[src/rtl/regfile_mp.sv]
// Multi-read-port register file with x0 hardwired to zero, a per-register busy scoreboard
// and a post-reset clear sequencer. Define REGFILE_BYPASS_EN for same-cycle write-through forwarding.
module regfile_mp #(
   parameter  int DATA_WIDTH = 64,
   parameter  int DEPTH      = 32,
   parameter  int NUM_READ   = 2,
   localparam int ADDR_WIDTH = $clog2(DEPTH)
) (
   input  logic                           clk,
   input  logic                           reset,
   input  logic                           we,
   input  logic [ADDR_WIDTH-1:0]          waddr,
   input  logic [DATA_WIDTH-1:0]          wdata,
   input  logic [NUM_READ*ADDR_WIDTH-1:0] raddr,
   output logic [NUM_READ*DATA_WIDTH-1:0] rdata,
   output logic [NUM_READ-1:0]            rbusy,
   input  logic                           issue_valid,
   input  logic [ADDR_WIDTH-1:0]          issue_rd,
   input  logic                           flush,
   output logic                           ready
);

   typedef enum logic {ST_INIT, ST_RUN} state_e;

   state_e                state_q, state_d;
   logic [ADDR_WIDTH-1:0] cnt_q, cnt_d;
   logic [DEPTH-1:0]      busy_q, busy_d;
   logic [DATA_WIDTH-1:0] mem_q [DEPTH];
   logic [ADDR_WIDTH-1:0] ra [NUM_READ];
   logic                  wr_en;
   logic                  iss_en;

   assign ready  = (state_q == ST_RUN);
   assign wr_en  = ready && we && (waddr != '0);
   assign iss_en = ready && issue_valid && (issue_rd != '0);

   for (genvar g = 0; g < NUM_READ; g++) begin : g_raddr
      assign ra[g] = raddr[g*ADDR_WIDTH +: ADDR_WIDTH];
   end

   always_comb begin
      state_d = state_q;
      cnt_d   = cnt_q;
      if (state_q == ST_INIT) begin
         cnt_d = cnt_q + ADDR_WIDTH'(1);
         if (cnt_q == ADDR_WIDTH'(DEPTH - 1)) state_d = ST_RUN;
      end
   end

   // Flush first, then writeback clear, then issue set: a new producer wins over both.
   always_comb begin
      busy_d = busy_q;
      if (flush)  busy_d           = '0;
      if (wr_en)  busy_d[waddr]    = 1'b0;
      if (iss_en) busy_d[issue_rd] = 1'b1;
      busy_d[0] = 1'b0;
   end

   // NOTE: sequential state uses non-blocking assignments so every flop samples pre-edge values.
   always_ff @(posedge clk or negedge reset) begin
      if (!reset) begin
         state_q <= ST_INIT;
         cnt_q   <= '0;
         busy_q  <= '0;
      end else begin
         state_q <= state_d;
         cnt_q   <= cnt_d;
         busy_q  <= busy_d;
      end
   end

   // NOTE: storage has no reset term so it can map to RAM; the INIT sweep zeroes it instead.
   always_ff @(posedge clk) begin
      if (state_q == ST_INIT) begin
         mem_q[cnt_q] <= '0;
      end else if (wr_en) begin
         mem_q[waddr] <= wdata;
      end
   end

   always_comb begin
      rdata = '0;
      rbusy = '0;
      for (int i = 0; i < NUM_READ; i++) begin
         if (ready) begin
            if (ra[i] != '0) rdata[i*DATA_WIDTH +: DATA_WIDTH] = mem_q[ra[i]];
            rbusy[i] = busy_q[ra[i]];
`ifdef REGFILE_BYPASS_EN
            if (wr_en && (ra[i] == waddr)) begin
               rdata[i*DATA_WIDTH +: DATA_WIDTH] = wdata;
               if (!(issue_valid && (issue_rd == waddr))) rbusy[i] = 1'b0;
            end
`endif
         end
      end
   end

endmodule

[config.mk]
export PLATFORM = sky130hd
export DESIGN_NAME = regfile_mp
export DESIGN_NICKNAME = d
export VERILOG_FILES = /design/src/rtl/regfile_mp.sv
export SDC_FILE = /design/constraint.sdc
export NUM_CORES = 2
export LEC_CHECK = 0
export CELL_PAD_IN_SITES_DETAIL_PLACEMENT = 1
export CELL_PAD_IN_SITES_GLOBAL_PLACEMENT = 2
export CORE_MARGIN = 10
export CORE_UTILIZATION = 43
export CTS_CLUSTER_DIAMETER = 100
export DETAILED_ROUTE_END_ITERATION = 6
export PLACE_DENSITY_LB_ADDON = 0.1
export SETUP_SLACK_MARGIN = 0.3
export SYNTH_ARGS = -nofsm -noshare
export SYNTH_HDL_FRONTEND = slang
export SYNTH_SLANG_ARGS = --single-unit
[constraint.sdc]
create_clock -name clk -period 6.7 [get_ports clk]
set_input_delay 1.005 -clock clk [delete_from_list [all_inputs] [get_ports clk]]
set_output_delay 1.005 -clock clk [all_outputs]
set_load 0.01 [all_outputs]
==> metrics.txt <==
gr usage total=23.9%; WL/cell=36.9 µm; Vias/cell=6.42; asr flop ratio synth=1.77%; Fillers=19,800; Net Switching=6.52 mW; power share of the combinational group=7.6%; Reg2Reg Setup Slack=2390 ps; gpl congestion=0.748; htree depth=4; number of DRC markers in iteration 0=4,859; Mapped Area=96,900 µm²; IO Port Bufs=219; CTS max path bufs=3; drt drc=0; DP HPWL=162 mm; Inst Count DP=7,590; worst-margin pin slew=1320 ps; CP Max Fanout=37; Synth cell types=50; final std cells w/o fill=8,009; Fin. Hold Viols=0; first drt pass iteration count=5; Seq pwr share=49.5%; most frequent cells in the layout=edfxtp_1 (2,048), mux4_2 (1,034), mux2i_1 (524); Initial Utilization=43.2%; RSZ-0062 raised after global routing=false; Worst R2R Start=ready$_DFF_PN0_; Startpoint Class=input pin; area fraction in and, or, nand and nor cells after synthesis=1.24%; FMAX=179 MHz; Synth Flop Type=edfxtp_1; clock slew at reported path FFs=60 ps; Site Rows=174; nets=4,917; CTS sink cnt=2,085; Critical Path AT=4570 ps; Slew Viols, Final=0; FF/Latch Area=62,400 µm²; Syn Inst Count=4,592; Final Cycle Share=83.3%; Max VDD drop=0.271 mV; hold crit path type=in2async; area grow syn2layout=14.1%; flops & latches, synth=2,085; CP Class=in2out; CTS tree=yes; die height=495 µm; Largest delay share family, worst path=buffers and inverters; gr ovfl total=0; first-pass GRT wire length=421 mm; TritonCTS buffer count=226; crit-path cells=clkdlybuf4s50_1, nand2b_1, or3_4, buf_4, o22a_1, o221ai_1, clkdlybuf4s50_1; Tot Pwr=29.0 mW; via count=51,500; Net Count, Synth=4,683; commonest non-fill, non-tap cell in the layout=edfxtp_1; post-synthesis xor/xnor area fraction=0.0271%; Clock Power Share=42.9%; clk_lat worst skew=870 ps; WL final=295 mm; Mean Syn Cell Area=21.1 µm²; Crit-path slowest cell=buf_4; LEAKAGE=38.0 nW; fin crit period=5580 ps; Die Wd=495 µm; core area=224,000 µm²; IO Count=220; internal power=22.5 mW; Worst Path Required=5690 ps; Pwr per Cell Area=263 nW/µm²; initial antenna violation count=10; CP Launch Point=raddr[9]; Synth Area in Compound Gates=2.88%; outcome=finished, final reports clean; MaxCap Viol Count=0; cts repair resizes=0; Routed Antenna Nets=0; Synth Area in Adders=0.0258%; CP peak stage delay=890 ps; Final Util=49.3%; Setup Skew=31.3 ps; Seq/Total Area, Yosys=64.4%; worst path bufs/invs=3; CP Capture Type=primary output; most used cell, CP=clkdlybuf4s50_1; post-layout instance area=111,000 µm²; top post-synthesis cells by area=edfxtp_1 (63%), mux4_2 (24%), mux2i_1 (5.4%); die area=245,000 µm²; CTS root buffer=clkbuf_16; setup repair bufs after CTS=0; main combinational cell family by area after synthesis=multiplexers; vias in the first global route=56,000; # setup viols final=0; pin count of the biggest net entering global routing=113; mux share of post-synthesis cell area=29.5%; EDFF count, synth=2,048; CTS Hold Bufs=0; multi-input logic area=32,900 µm²; Yosys warning count=0; post-synth top area share=63.5%; layout cell share with drive strength beyond 1=30.9%; Sw Share=22.4%; area leader, netlist=edfxtp_1; Slew HR=11.7%; DP Area=103,000 µm²
-- cells by family after synthesis --
group	count (synthesis)
buffers and inverters	372
AOI/OAI and AO/OA	348
xor gates and xnor gates	3
muxes	1564
DFF	2085
and+or+nand+nor	218
adders and majority gates	2
-- power groups by stage --
| stage | clock, mW | sequential, mW | combinational, mW |
|---|---|---|---|
| after floorplan | 0 | 14.7 | 1.37 |
| after global placement | 0 | 14.7 | 2.23 |
| after detailed placement | 0 | 14.7 | 2.25 |
| after CTS | 12.7 | 14.4 | 2.25 |
| after global routing | 13.2 | 14.4 | 2.35 |
| final | 12.5 | 14.4 | 2.21 |
-- cell usage after synthesis (2+ instances only) --
master and instances:
a21oi_1 5, a22oi_1 2, a31oi_1 4, a32oi_1 5, and2_1 64, and3_1 4, buf_1 48, buf_2 147
buf_4 39, buf_6 16, clkbuf_1 114, dfrtp_1 37, edfxtp_1 2048, ha_1 2, inv_1 7, mux2_2 6
mux2i_1 524, mux4_2 1034, nand2_1 27, nand2b_1 8, nand3_1 10, nand3b_1 3, nor2_1 30, nor2b_1 43
nor3_1 13, nor3b_1 4, o2111ai_1 3, o21ai_0 61, o221ai_1 127, o22a_1 126, o22ai_1 2, o32ai_1 2
o41a_1 2, or2_2 5, or3_1 3, xnor2_1 3
-- flip-flops by register name, indices dropped and copies added (netlist names) --
register and cells:
cnt_q 5, busy_q 31, ready 1, mem_q 2048
-- layer usage --
layer  wire [µm]  up-vias  global-route usage, %
met5           8        -                      0
met4        9290        2                   7.19
met3       16300      470                   3.24
met2      148000     1707                   40.4
met1      122000    28600                   32.3
li1            -    20700                      -
-- worst reg2reg max path, stage by stage, from the launching register on --
cell	delay, ps
dfrtp_1	630
buf_4	430
nand2_1	320
a21oi_4	300
buf_4	620
o221ai_1	600
nor2_4	380
buf_12	530
-- cell type report --
type / instances / share of cell area, %
diodes: 3 / 0.00679
clock buffers: 282 / 5.42
clock inverters: 134 / 1.20
inverters: 8 / 0.0339
multi-input cells: 2135 / 29.8
flip-flops and latches: 2085 / 56.5
well taps: 2992 / 3.39
repair buffers: 370 / 3.69
-- through the flow --
| step | hold slack, ps | setup slack, ps | TNS (ps) |
|---|---|---|---|
| after CTS | 262 | 1120 | 0 |
| after global placement | 532 | 1150 | 0 |
| after detailed placement | 534 | 1120 | 0 |
| final | 277 | 1120 | 0 |
| after global routing | 301 | 1100 | 0 |
| after floorplan | 489 | -0.842 | -153 |
-- worst paths after layout --
check	endpoint	cells past startpoint
min reg2reg	cnt_q[0]$_DFFE_PN0N_	1
min	cnt_q[2]$_DFFE_PN0N_	1
max	rdata[127]	7
max reg2reg	mem_q[7][38]$_DFFE_PP_	7
min in group clk	cnt_q[0]$_DFFE_PN0N_	1
max in group asynchronous	busy_q[4]$_DFF_PN0_	1
Note: power is estimated with default switching activity, not from simulation.
